### config.mk
export PLATFORM = sky130hd
export DESIGN_NAME = xalu_nibble_seq_flat
export DESIGN_NICKNAME = d
export VERILOG_FILES = /design/src/rtl/xalu_nibble_seq_if.sv /design/src/rtl/xalu_nibble_seq.sv /design/src/flat_wrapper.sv
export SDC_FILE = /design/constraint.sdc
export NUM_CORES = 1
export LEC_CHECK = 0
export BUFFER_PORTS_ARGS = -buffer_cell sky130_fd_sc_hd__clkbuf_2
export CORE_MARGIN = 5
export CORE_UTILIZATION = 59
export CTS_BUF_LIST = sky130_fd_sc_hd__clkbuf_8
export CTS_CLUSTER_SIZE = 30
export DETAILED_ROUTE_END_ITERATION = 6
export HOLD_SLACK_MARGIN = 0.15
export PLACE_DENSITY = 0.95
export SYNTH_ARGS = -nofsm -noshare
export SYNTH_HDL_FRONTEND = slang
export SYNTH_SLANG_ARGS = --single-unit
### constraint.sdc
create_clock -name clk -period 4.7 [get_ports clk]
set_input_delay 0 -clock clk [delete_from_list [all_inputs] [get_ports clk]]
set_output_delay 0 -clock clk [all_outputs]
set_load 0.01 [all_outputs]
### src/rtl/xalu_nibble_seq_if.sv
// Request/response bundle between a client and the multi-nibble ALU sequencer.
// The client drives the operation and operands; the sequencer returns status, result and flags.
interface xalu_nibble_seq_if #(
  parameter int NIBBLES = 4
);
  localparam int W = 4 * NIBBLES;

  logic         start;
  logic [2:0]   op;
  logic         com;
  logic         cin;
  logic         sin;
  logic [W-1:0] a_in;
  logic [W-1:0] b_in;
  logic         busy;
  logic         done;
  logic [W-1:0] result;
  logic         carry_out;
  logic         zero;
  logic         neg_zero;
  logic         equ;

  modport master (
    output start, op, com, cin, sin, a_in, b_in,
    input  busy, done, result, carry_out, zero, neg_zero, equ
  );

  modport slave (
    input  start, op, com, cin, sin, a_in, b_in,
    output busy, done, result, carry_out, zero, neg_zero, equ
  );
endinterface

### src/rtl/xalu_nibble_seq.sv
// Runs a 4*NIBBLES-bit operation through an external combinational 4-bit ALU slice,
// one nibble per cycle, chaining carries and assembling the wide result and flags.
module xalu_nibble_seq #(
  parameter int NIBBLES = 4
) (
  input  logic                clk,
  input  logic                rst_n,
  xalu_nibble_seq_if.slave    bus,
  output logic [3:0]          alu_a,
  output logic [3:0]          alu_b,
  output logic [2:0]          alu_f,
  output logic                alu_com,
  output logic                alu_ci_right,
  output logic                alu_ci_left,
  input  logic [3:0]          alu_d,
  input  logic                alu_co_left,
  input  logic                alu_co_right,
  input  logic                alu_equ
);
  localparam int W  = 4 * NIBBLES;
  localparam int IW = (NIBBLES > 1) ? $clog2(NIBBLES) : 1;
  localparam logic [IW-1:0] IDX_LAST = IW'(NIBBLES - 1);
  localparam logic [IW-1:0] IDX_ONE  = IW'(1);

  localparam logic [2:0] OP_ADD = 3'd0;
  localparam logic [2:0] OP_SHR = 3'd6;
  localparam logic [2:0] OP_SHL = 3'd7;

  localparam logic [1:0] ST_IDLE = 2'd0;
  localparam logic [1:0] ST_RUN  = 2'd1;
  localparam logic [1:0] ST_DONE = 2'd2;

  logic [1:0]    state_r;
  logic [W-1:0]  a_r;
  logic [W-1:0]  b_r;
  logic [2:0]    op_r;
  logic          com_r;
  logic [IW-1:0] idx_r;
  logic          carry_r;
  logic          eq_acc_r;
  logic [W-1:0]  result_r;
  logic          carry_out_r;
  logic          zero_r;
  logic          neg_zero_r;
  logic          equ_r;

  logic          is_shr_s;
  logic          carry_op_s;
  logic          last_s;
  logic          seed_s;
  logic          carry_nxt_s;
  logic [W-1:0]  result_nxt_s;

  assign is_shr_s    = (op_r == OP_SHR);
  assign carry_op_s  = (op_r == OP_ADD) || (op_r == OP_SHL) || (op_r == OP_SHR);
  assign last_s      = is_shr_s ? (idx_r == {IW{1'b0}}) : (idx_r == IDX_LAST);
  // Shift-right ripples from the top nibble down, so its chain uses the right-hand carry-out.
  assign carry_nxt_s = is_shr_s ? alu_co_right : alu_co_left;

  // Carry seed for the first nibble, chosen from the incoming request.
  always_comb begin
    seed_s = 1'b0;
    case (bus.op)
      OP_ADD:         seed_s = bus.cin;
      OP_SHL, OP_SHR: seed_s = bus.sin;
      default:        seed_s = 1'b0;
    endcase
  end

  // Result with the slice output merged into the nibble being processed.
  always_comb begin
    result_nxt_s = result_r;
    result_nxt_s[{idx_r, 2'b00} +: 4] = alu_d;
  end

  // Slice pin drive: active only while running, quiet otherwise.
  always_comb begin
    alu_a        = 4'd0;
    alu_b        = 4'd0;
    alu_f        = 3'd0;
    alu_com      = 1'b0;
    alu_ci_right = 1'b0;
    alu_ci_left  = 1'b0;
    if (state_r == ST_RUN) begin
      alu_a        = a_r[{idx_r, 2'b00} +: 4];
      alu_b        = b_r[{idx_r, 2'b00} +: 4];
      alu_f        = op_r;
      alu_com      = com_r;
      alu_ci_right = ((op_r == OP_ADD) || (op_r == OP_SHL)) ? carry_r : 1'b0;
      alu_ci_left  = is_shr_s ? carry_r : 1'b0;
    end else begin
      alu_a        = 4'd0;
      alu_b        = 4'd0;
      alu_f        = 3'd0;
      alu_com      = 1'b0;
      alu_ci_right = 1'b0;
      alu_ci_left  = 1'b0;
    end
  end

  // Sequencer state, operand latches and per-nibble capture.
  always_ff @(posedge clk or negedge rst_n) begin
    if (!rst_n) begin
      state_r     <= ST_IDLE;
      a_r         <= {W{1'b0}};
      b_r         <= {W{1'b0}};
      op_r        <= 3'd0;
      com_r       <= 1'b0;
      idx_r       <= {IW{1'b0}};
      carry_r     <= 1'b0;
      eq_acc_r    <= 1'b0;
      result_r    <= {W{1'b0}};
      carry_out_r <= 1'b0;
      zero_r      <= 1'b0;
      neg_zero_r  <= 1'b0;
      equ_r       <= 1'b0;
    end else begin
      case (state_r)
        ST_IDLE: begin
          if (bus.start) begin
            a_r      <= bus.a_in;
            b_r      <= bus.b_in;
            op_r     <= bus.op;
            com_r    <= bus.com;
            idx_r    <= (bus.op == OP_SHR) ? IDX_LAST : {IW{1'b0}};
            carry_r  <= seed_s;
            eq_acc_r <= 1'b1;
            state_r  <= ST_RUN;
          end else begin
            state_r  <= ST_IDLE;
          end
        end
        ST_RUN: begin
          result_r <= result_nxt_s;
          eq_acc_r <= eq_acc_r & alu_equ;
          carry_r  <= carry_nxt_s;
          if (last_s) begin
            // Flags are taken from the fully assembled result at the final capture.
            carry_out_r <= carry_op_s ? carry_nxt_s : 1'b0;
            zero_r      <= (result_nxt_s == {W{1'b0}});
            neg_zero_r  <= (result_nxt_s == {W{1'b1}});
            equ_r       <= eq_acc_r & alu_equ;
            state_r     <= ST_DONE;
          end else begin
            idx_r       <= is_shr_s ? (idx_r - IDX_ONE) : (idx_r + IDX_ONE);
            state_r     <= ST_RUN;
          end
        end
        ST_DONE: begin
          state_r <= ST_IDLE;
        end
        default: begin
          state_r <= ST_IDLE;
        end
      endcase
    end
  end

  assign bus.busy      = (state_r == ST_RUN);
  assign bus.done      = (state_r == ST_DONE);
  assign bus.result    = result_r;
  assign bus.carry_out = carry_out_r;
  assign bus.zero      = zero_r;
  assign bus.neg_zero  = neg_zero_r;
  assign bus.equ       = equ_r;
endmodule

### src/flat_wrapper.sv
// flat-port wrapper written by rule: the top's interface ports become plain ports
module xalu_nibble_seq_flat 
#(
  parameter int NIBBLES = 4
)
  (clk, rst_n, alu_a, alu_b, alu_f, alu_com, alu_ci_right, alu_ci_left, alu_d, alu_co_left, alu_co_right, alu_equ, bus_start, bus_op, bus_com, bus_cin, bus_sin, bus_a_in, bus_b_in, bus_busy, bus_done, bus_result, bus_carry_out, bus_zero, bus_neg_zero, bus_equ);
  xalu_nibble_seq_if #(.NIBBLES(NIBBLES)) bus_i ();
  input  logic clk;
  input  logic rst_n;
  output logic [3:0] alu_a;
  output logic [3:0] alu_b;
  output logic [2:0] alu_f;
  output logic alu_com;
  output logic alu_ci_right;
  output logic alu_ci_left;
  input  logic [3:0] alu_d;
  input  logic alu_co_left;
  input  logic alu_co_right;
  input  logic alu_equ;
  input wire logic [$bits(bus_i.start)-1:0] bus_start;
  input wire logic [$bits(bus_i.op)-1:0] bus_op;
  input wire logic [$bits(bus_i.com)-1:0] bus_com;
  input wire logic [$bits(bus_i.cin)-1:0] bus_cin;
  input wire logic [$bits(bus_i.sin)-1:0] bus_sin;
  input wire logic [$bits(bus_i.a_in)-1:0] bus_a_in;
  input wire logic [$bits(bus_i.b_in)-1:0] bus_b_in;
  output wire logic [$bits(bus_i.busy)-1:0] bus_busy;
  output wire logic [$bits(bus_i.done)-1:0] bus_done;
  output wire logic [$bits(bus_i.result)-1:0] bus_result;
  output wire logic [$bits(bus_i.carry_out)-1:0] bus_carry_out;
  output wire logic [$bits(bus_i.zero)-1:0] bus_zero;
  output wire logic [$bits(bus_i.neg_zero)-1:0] bus_neg_zero;
  output wire logic [$bits(bus_i.equ)-1:0] bus_equ;
  assign bus_i.start = bus_start;
  assign bus_i.op = bus_op;
  assign bus_i.com = bus_com;
  assign bus_i.cin = bus_cin;
  assign bus_i.sin = bus_sin;
  assign bus_i.a_in = bus_a_in;
  assign bus_i.b_in = bus_b_in;
  assign bus_busy = bus_i.busy;
  assign bus_done = bus_i.done;
  assign bus_result = bus_i.result;
  assign bus_carry_out = bus_i.carry_out;
  assign bus_zero = bus_i.zero;
  assign bus_neg_zero = bus_i.neg_zero;
  assign bus_equ = bus_i.equ;
  xalu_nibble_seq #(.NIBBLES(NIBBLES)) u_core (.clk(clk), .rst_n(rst_n), .bus(bus_i), .alu_a(alu_a), .alu_b(alu_b), .alu_f(alu_f), .alu_com(alu_com), .alu_ci_right(alu_ci_right), .alu_ci_left(alu_ci_left), .alu_d(alu_d), .alu_co_left(alu_co_left), .alu_co_right(alu_co_right), .alu_equ(alu_equ));
endmodule
==> out/results.ini, run 1 <==
[logic_synthesis]
syn-num-nets=329
synth_warnings=0
synth-edff-count=0
syn-cell-area_sq_mm=0.00326
ys_types=53
yosys-top-cells-area=dfrtp_1 48%, mux2_2 12%, mux4_2 5.5%, a22o_1 3.2%, ha_1 2.3%
avgSynthCellArea_sq_um=11.9
ys_ff_latch=62
netlist_instances=275
synth_async_sr_flop_share_pct=100
synth_common_cells=62 x dfrtp_1, 36 x mux2_2, 20 x nand2_1
synth_ff_type=dfrtp_1
synth_top_area_share_pct=47.6
ys_seq_area_share_pct=47.6
yosysMostFrequentCell=dfrtp_1
synth_area_leader_cell=dfrtp_1

[clock_tree]
post-cts-setup-buffer-count=0
cts_resized=0
path_clk_slew_ps=70
cts.htree.levels=3
clk_latency_ps=350
cts_made_buffers=9
cts_root_buf=clkbuf_8
cts_tree=done
cts_buffer_depth=2
postCtsHoldBufs=45
clock_sinks=62

[final_layout]
final_nets=457
n_antenna_cell=0
area_growth_pct=33.4
fin_cells=480
drive_above_1_share_pct=39.5

[place]
dp_cells=419
place_congestion=0.949
post-place-ws_ps=1770
hpwl_mm=5.55
port_buffers=83

[sta]
hold_viol_final=0
setup_tns_ps=0
maxSlewHeadroom_pct=39.0
max_freq_ghz=0.341
setup_slack_ps=1760
period_share_pct=62.5
fin_skew_ps=4.27
rsz0062_at_grt=no
setup_viol=0
worst_slew_pin_slew_ps=914
drv_slew=0
min_period_ps=2940

[setup_path]
cp_max_fo=19
required_ps=4950
r2r_cells=7
crit_type=flip-flop to flip-flop
crit_path_start_kind=flip-flop
arrival_ps=3180
reg2reg_slack_ps=1760
critPathCaptureType=flip-flop

[floorplan]
rows=27
start_util_pct=59.9
fp.dieH_um=84.3
die-area_sq_mm=0.00711
ioPinCount=84
coreArea_sq_mm=0.00544
die_x_um=84.3

[power]
p_sw_w=0.00116
power_density_mw_per_mm2=662
p_clk_share_pct=15.4
seqPwrFrac_pct=36.3
swShare_pct=40.2
leakagePower_nw=2.00
p_int_w=0.00172
p_comb_share_pct=48.4
ir_worst_vdd_mv=0.413

[routing]
first_pass_iters=4
drcViolationCount=0
drtAntennaViolNets=0
wl_mm=9.38
post_drt_wl_per_cell_um=19.5
drt_iter0_drc=294
vias_per_cell=5.89
vias=2827

[hold_path]
holdPathStages=5
min_path_type=input pin to flip-flop

[global_routing]
grt-ovfl-total=0
antenna_found_initial=0
grt_max_degree=63
grt_pass1_vias=3010
track_usage_pct=28.0
grt_pass1_wl_mm=15.5

[job]
timing.max_cap.violations=0

[outcome]
status=finished, final reports clean

critical path, stage by stage, from the launching register on:
cell and delay [ps]:
dfrtp_1 890, inv_1 250, ha_1 420, or3b_1 440
nor2_1 270, a32o_1 190, nand4_1 100, o31ai_1 270
power by group through the flow:
stage / Clock (W) / Combinational [W] / Sequential (W)
final: 0.000443 / 0.00139 / 0.00104
after global routing: 0.000470 / 0.00150 / 0.00108
after CTS: 0.000440 / 0.00136 / 0.00103
after detailed placement: 0 / 0.00131 / 0.00103
after global placement: 0 / 0.00127 / 0.00101
after floorplan: 0 / 0.000979 / 0.000965
path summary, 6_finish.rpt:
check | start | end
max in group asynchronous | rst_n | u_core.b_r[10]
setup reg to reg | u_core.idx_r[0] | u_core.bus.neg_zero
hold / removal | bus_sin | u_core.carry_r
setup / recovery | u_core.idx_r[0] | u_core.bus.neg_zero
min in group asynchronous | rst_n | u_core.bus.neg_zero
hold reg to reg | u_core.bus.equ | u_core.bus.equ
metal layers:
metal  wire (um)  global-route usage (%)
met5           0                       0
met4         321                    14.2
met3         755                    6.97
met2        4700                    45.8
met1        3600                    34.6
area by class of cell:
cell class,instances,area (sq um)
Clock buffer,12,165
Clock inverter,4,21.3
Sequential cell,62,1550
Multi-Input combinational cell,189,1600
Timing Repair Buffer,130,881
Tap cell,72,90.1
Fill cell,292,1090
Inverter,11,41.3
registers in the layout, summed over array words and instances (netlist names):
name / flops
u_core.op_r: 3
u_core.idx_r: 2
u_core.com_r: 1
u_core.bus.zero: 1
u_core.b_r: 16
u_core.bus.carry_out: 1
u_core.a_r: 16
u_core.bus.result: 16
u_core.bus.neg_zero: 1
u_core.carry_r: 1
u_core.bus.equ: 1
u_core.state_r: 2
u_core.eq_acc_r: 1
placed cells by master (no fill, tap or decap), types with 4 or more instances in the layout:
cell / Yosys / final
a22o_1: 12 / 12
ha_1: 6 / 6
and2_1: 11 / 11
o21ai_0: 10 / 10
dfrtp_1: 62 / 62
a21oi_1: 6 / 6
clkbuf_2: 0 / 83
clkbuf_8: 1 / 12
mux2_2: 36 / 36
nand2_1: 20 / 20
dlygate4sd3_1: 0 / 45
nand3b_1: 5 / 5
nand4_1: 4 / 4
a32o_1: 4 / 4
mux4_2: 8 / 8
inv_1: 11 / 12
nor2_1: 9 / 9
nor3_1: 8 / 7
nor2b_1: 5 / 5
kinds of logic (layout without fill, tap and decap cells):
group,Yosys count,count (layout),share of synthesized area (%)
AOI/OAI and AO/OA,52,52,12.6
xor gates and xnor gates,1,1,0.269
adders and majority gates,6,6,2.30
buffers and inverters,24,157,3.49
DFF,62,62,47.6
muxes,48,48,19.3
and+or+nand+nor,82,82,14.4
through the flow:
step	area, sq um	hold slack (ps)	utilization (%)	power, W
CTS	4350	202	80.0	0.00283
global route	4350	275	80.0	0.00305
floorplan	3260	-296	-	0.00194
detailed placement	3710	205	68.3	0.00235
finish	4350	213	80.0	0.00288
global placement	3710	202	68.3	0.00228
No activity file was read; power rests on OpenSTA's default activity.
==> inputs of run 2 (changes only) <==
--- a/config.mk
+++ b/config.mk
@@ -5,14 +5,15 @@
 export SDC_FILE = /design/constraint.sdc
 export NUM_CORES = 1
 export LEC_CHECK = 0
+export ABC_AREA = 1
 export BUFFER_PORTS_ARGS = -buffer_cell sky130_fd_sc_hd__clkbuf_2
 export CORE_MARGIN = 5
-export CORE_UTILIZATION = 59
+export CORE_UTILIZATION = 55
 export CTS_BUF_LIST = sky130_fd_sc_hd__clkbuf_8
 export CTS_CLUSTER_SIZE = 30
 export DETAILED_ROUTE_END_ITERATION = 6
 export HOLD_SLACK_MARGIN = 0.15
-export PLACE_DENSITY = 0.95
+export PLACE_DENSITY = 0.9
 export SYNTH_ARGS = -nofsm -noshare
 export SYNTH_HDL_FRONTEND = slang
 export SYNTH_SLANG_ARGS = --single-unit
==> constraint.sdc (replaced) <==
create_clock -name clk -period 2.8 [get_ports clk]
set_input_delay 0 -clock clk [delete_from_list [all_inputs] [get_ports clk]]
set_output_delay 0 -clock clk [all_outputs]
set_load 0.01 [all_outputs]
==> out/results.ini, run 2 <==
[sta]
setup_tns_ps=0  ; unchanged
max_freq_ghz=0.387  ; +14%
whs_ps=315  ; +103 ps
maxSlewHeadroom_pct=47.8  ; +8.8 points
worst_slew_pin_slew_ps=783  ; -130 ps
fin_skew_ps=4.53  ; +0.255 ps
setup_viol=0  ; unchanged
period_share_pct=92.4  ; +30 points
min_period_ps=2590  ; -350 ps
rsz0062_at_grt=no
drv_slew=0  ; unchanged
hold_viol_final=0  ; unchanged

[logic_synthesis]
synth_ff_type=dfrtp_1
syn-cell-area_sq_mm=0.00327  ; +0.35%
synth_area_leader_cell=dfrtp_1
ys_ff_latch=62  ; unchanged
ys_types=25  ; -53%
netlist_instances=453  ; +65%
synth-edff-count=0  ; unchanged
syn-num-nets=507  ; +54%
yosys-top-cells-area=dfrtp_1 47%, nand2_1 20%, nor2_1 8.4%, o21ai_0 4.1%, nand3_1 2.8%
avgSynthCellArea_sq_um=7.22  ; -39%
synth_common_cells=173 x nand2_1, 73 x nor2_1, 62 x dfrtp_1
synth_warnings=0  ; unchanged
ys_seq_area_share_pct=47.4  ; -0.16 points
synth_async_sr_flop_share_pct=100  ; unchanged
synth_top_area_share_pct=47.4  ; -0.16 points
yosysMostFrequentCell=nand2_1

[setup_path]
required_ps=3030  ; -1920 ps
reg2reg_to=u_core.carry_r
crit_type=flip-flop to flip-flop
reg2reg_slack_ps=210  ; -1550 ps
startpoint=u_core.state_r[1]
r2r-start=u_core.state_r[1]
arrival_ps=2810  ; -370 ps
crit_path_start_kind=flip-flop
critPathCaptureType=flip-flop
crit_end=u_core.carry_r
r2r_cells=9  ; +2
cp_max_fo=42  ; +23

[final_layout]
final_nets=636  ; +39%
final_cell_mix=173 x nand2_1, 83 x clkbuf_2, 72 x nor2_1
fin_cells=662  ; +38%
final_common_cell=nand2_1
post-route-util_pct=75.5  ; -4.5 points
area_growth_pct=35.0
drive_above_1_share_pct=21.5  ; -18 points
n_antenna_cell=0  ; unchanged

[place]
place_congestion=0.902  ; -5.0%
hpwl_mm=5.76  ; +3.9%
dp_cells=599  ; +43%
port_buffers=83  ; unchanged

[floorplan]
die_x_um=87.1  ; +3.3%
ioPinCount=84  ; unchanged
start_util_pct=55.9  ; -4.0 points
die-area_sq_mm=0.00759  ; +6.7%
fp.dieH_um=87.1  ; +3.3%
coreArea_sq_mm=0.00585  ; +7.6%
rows=28  ; +3.7%

[clock_tree]
cts_buffer_depth=2  ; unchanged
cts_made_buffers=9  ; unchanged
cts_tree=done
path_clk_slew_ps=80  ; about the same
post-cts-setup-buffer-count=0  ; unchanged
clock_sinks=62  ; unchanged
cts_root_buf=clkbuf_8
clk_latency_ps=340  ; about the same
cts.htree.levels=3  ; unchanged

[job]
timing.max_cap.violations=0  ; unchanged

[routing]
drt_iter0_drc=194  ; -34%
drtAntennaViolNets=0  ; unchanged
vias_per_cell=5.10  ; -13%
vias=3374  ; +19%
post_drt_wl_per_cell_um=13.7  ; -30%
wl_mm=9.10  ; -3.0%
first_pass_iters=4  ; unchanged
drcViolationCount=0  ; unchanged

[power]
ir_worst_vdd_mv=0.697  ; +69%
power_w=0.00487  ; +69%
power_density_mw_per_mm2=1100  ; +66%
leakagePower_nw=2.36  ; +18%

[global_routing]
grt_pass1_vias=3429  ; +14%
grt-ovfl-total=0  ; unchanged
grt_max_degree=63  ; unchanged
antenna_found_initial=0  ; unchanged
track_usage_pct=25.8  ; -2.2 points
grt_pass1_wl_mm=15.3  ; -1.4%

[outcome]
status=finished, final reports clean

[hold_path]
min_path_type=input pin to flip-flop

[run 2: changes by cell type in the layout (fill, tap and decap cells not counted), sizes merged, moves of 12 or more]
cell,before,now
a22o,15,0
and2,12,0
inv,12,32
mux2,37,0
nand2,20,179
nand3,4,19
nor2,9,78
o21ai,10,34
[run 2: layer usage]
| layer | track usage, % | vias to the layer above | routed length (um) |
|---|---|---|---|
| li1 | - | 1676 | - |
| met1 | 32.1 | 1553 | 3800 |
| met2 | 44.1 | 125 | 4470 |
| met3 | 6.43 | 20 | 645 |
| met4 | 7.95 | 0 | 184 |
| met5 | 0 | - | 0 |
[run 2: worst max-delay path, cell delays in order (launching register included)]
cell	delay, ps
dfrtp_1	380
inv_2	70
nand2_1	60
nor2_2	130
buf_4	390
nand3_1	140
dlygate4sd3_1	580
o21ai_0	70
o21bai_1	70
dlygate4sd3_1	570
[run 2: layout make-up]
| cell class | count | area, sq um |
|---|---|---|
| Clock buffer | 9 | 124 |
| Fill cell | 437 | 1430 |
| Inverter | 32 | 120 |
| Timing Repair Buffer | 134 | 916 |
| Multi-Input combinational cell | 343 | 1520 |
| Tap cell | 75 | 93.8 |
| Clock inverter | 7 | 97.6 |
| Sequential cell | 62 | 1550 |
[run 2: power breakdown]
part | internal (W) | switching [W]
clock | 0.000504 | 0.000384
combinational | 0.000842 | 0.00155
sequential | 0.00132 | 0.000268
[run 2: logic make-up after synthesis]
group           after synthesis  synth area share, %
xor+xnor                      1                0.268
compound gates               57                 9.67
buf+inv                      48                 6.35
flops                        62                 47.4
fa+ha+maj                     6                 2.29
simple gates                279                 34.0
[run 2: how the worst min path moves through the flow]
| stage | startpoint | end | slack, ps | cells after the start |
|---|---|---|---|---|
| finish | bus_start | u_core.b_r[6] | 320 | 6 |
| global route | bus_start | u_core.b_r[6] | 350 | 6 |
| CTS | bus_start | u_core.b_r[6] | 300 | 6 |
| detailed placement | rst_n | u_core.bus.result[1] | 210 | 2 |
| global placement | rst_n | u_core.op_r[2] | 200 | 2 |
| floorplan | rst_n | u_core.a_r[0] | -300 | 0 |
[run 2: what timing repair did]
action / CTS / global route
hold buffers: 47 / 0
resized for setup: 0 / 0
endpoints found under the setup margin: 0 / 0
endpoints found under the hold margin: 118 / 0
[run 2: through the flow]
step	setup WS, ps	instance area (sq um)
after floorplan	783	3270
after detailed placement	769	3730
final	213	4420
after CTS	233	4420
after global routing	43.7	4420
after global placement	847	3730
==> inputs of run 3 (changes only) <==
--- a/config.mk
+++ b/config.mk
@@ -6,12 +6,12 @@
 export NUM_CORES = 1
 export LEC_CHECK = 0
 export ABC_AREA = 1
-export BUFFER_PORTS_ARGS = -buffer_cell sky130_fd_sc_hd__clkbuf_2
 export CORE_MARGIN = 5
-export CORE_UTILIZATION = 55
+export CORE_UTILIZATION = 66
 export CTS_BUF_LIST = sky130_fd_sc_hd__clkbuf_8
 export CTS_CLUSTER_SIZE = 30
 export DETAILED_ROUTE_END_ITERATION = 6
+export DONT_BUFFER_PORTS = 1
 export HOLD_SLACK_MARGIN = 0.15
 export PLACE_DENSITY = 0.9
 export SYNTH_ARGS = -nofsm -noshare
==> out/results.ini, run 3 (synthesis gave the netlist of run 2 again) <==
[power]
leakagePower_nw=2.03  ; -14%
power_density_mw_per_mm2=1160  ; +5.6%
ir_worst_vdd_mv=0.659  ; -5.4%

[hold_path]
min_path_type=input pin to asynchronous set/reset pin

[clock_tree]
path_clk_slew_ps=70  ; about the same
clock_sinks=62  ; unchanged
cts_tree=done
cts_root_buf=clkbuf_8
cts_buffer_depth=2  ; unchanged
cts.htree.levels=3  ; unchanged
cts_made_buffers=9  ; unchanged
post-cts-setup-buffer-count=0  ; unchanged
clk_latency_ps=340  ; about the same

[global_routing]
grt_pass1_vias=3267  ; -4.7%
grt_pass1_wl_mm=14.9  ; -2.4%
track_usage_pct=30.3  ; +4.5 points
grt_max_degree=63  ; unchanged
antenna_found_initial=0  ; unchanged
grt-ovfl-total=0  ; unchanged

[setup_path]
critical_path.top_delay_family=buffers and inverters
timing.critical_path.buf_inv=4  ; unchanged
startpoint=u_core.state_r[1]
cp_max_fo=42  ; unchanged
required_ps=3030  ; about the same
crit_type=flip-flop to flip-flop
critPathCaptureType=flip-flop
critPathMostFrequentCell=dlygate4sd3_1
r2r-start=u_core.state_r[1]
slowest_stage=dlygate4sd3_1
arrival_ps=2840  ; +30 ps
crit_path_start_kind=flip-flop
critPathMaxStageDelay_ps=590  ; about the same
crit_chain=inv_2 > nand2_1 > nor2_2 > buf_4 > nand3_1 > dlygate4sd3_1 > o21ai_0 > o21bai_1 > dlygate4sd3_1

[sta]
setup_tns_ps=0  ; unchanged
period_share_pct=93.5  ; +1.1 points
setup_viol=0  ; unchanged
min_period_ps=2620  ; +31.2 ps
hold_viol_final=0  ; unchanged
fin_skew_ps=4.64  ; +0.106 ps
rsz0062_at_grt=no
maxSlewHeadroom_pct=58.8  ; +11 points
drv_slew=0  ; unchanged
worst_slew_pin_slew_ps=616  ; -167 ps
max_freq_ghz=0.382  ; -1.2%

[floorplan]
ioPinCount=84  ; unchanged
coreArea_sq_mm=0.00475  ; -19%
start_util_pct=68.8  ; +13 points
fp.dieH_um=80.4  ; -7.7%
die-area_sq_mm=0.00647  ; -15%
rows=25  ; -11%
die_x_um=80.4  ; -7.7%

[final_layout]
final_nets=553  ; -13%
area_growth_pct=22.5
drive_above_1_share_pct=7.94  ; -14 points
fin_cells=571  ; -14%
n_antenna_cell=0  ; unchanged
n_fill_cell=277  ; -37%
stdcell_area_sq_mm=0.00401  ; -9.3%
final_common_cell=nand2_1
final_cell_mix=173 x nand2_1, 72 x nor2_1, 62 x dfrtp_1

[routing]
vias=3186  ; -5.6%
vias_per_cell=5.58  ; +9.5%
drt_iter0_drc=397  ; +100%
drcViolationCount=0  ; unchanged
drtAntennaViolNets=0  ; unchanged
first_pass_iters=5  ; +1
post_drt_wl_per_cell_um=15.8  ; +15%
wl_mm=9.01  ; -1.0%

[job]
timing.max_cap.violations=0  ; unchanged

[place]
placed_area_sq_mm=0.00329  ; -12%
place_congestion=0.924  ; +2.4%
port_buffers=0  ; -100%
hpwl_mm=5.41  ; -6.1%
dp_cells=507  ; -15%

[outcome]
status=finished, final reports clean

## run 3: changes by cell type in the layout (fill, tap and decap cells not counted), sizes merged
cell      delta
clkbuf      -82
clkinv       -2
inv          +2
clkinvlp     -1
## run 3: path summary, 6_finish.rpt
kind	endpoint	slack, ps	cells after the start
worst max-delay path	u_core.carry_r	180	9
worst min-delay path	u_core.op_r[2]	160	2
worst max register to register	u_core.carry_r	180	9
worst min register to register	u_core.b_r[12]	470	2
max in group asynchronous	u_core.b_r[15]	2360	2
min in group clk	u_core.a_r[6]	200	5
## run 3: area by class of cell
| class | count | area [sq um] | share of cell area, % |
|---|---|---|---|
| clock buffers | 10 | 138 | 3.43 |
| clock inverters | 6 | 78.8 | 1.97 |
| inverters | 32 | 120 | 3.00 |
| multi-input cells | 343 | 1520 | 37.8 |
| flip-flops and latches | 62 | 1550 | 38.7 |
| well taps | 67 | 83.8 | 2.09 |
| repair buffers | 51 | 520 | 13.0 |
## run 3: what timing repair did
item	CTS	global route
hold buffers	48	0
resized for setup	0	0
endpoints found under the setup margin	0	0
endpoints found under the hold margin	121	0
## run 3: per-stage QoR
step	setup slack (ps)	hold WS [ps]	total power (W)	util, %
after detailed placement	617	-294	0.00359	69.3
after CTS	314	180	0.00455	84.3
final	182	164	0.00466	84.3
after global routing	79.8	223	0.00500	84.3
after floorplan	783	-296	0.00320	-
after global placement	688	-294	0.00350	69.3
## run 3: where the power goes
part           switching [W]  internal, W
Sequential          0.000348      0.00132
Clock               0.000348     0.000516
Combinational        0.00146     0.000666
## run 3: layer usage
layer / track usage, % / routed length (um) / share of wire (%)
met5: 0 / 0 / 0
met3: 6.39 / 720 / 8.0
met2: 53.0 / 4540 / 50
met4: 14.5 / 220 / 2.4
met1: 35.1 / 3530 / 39
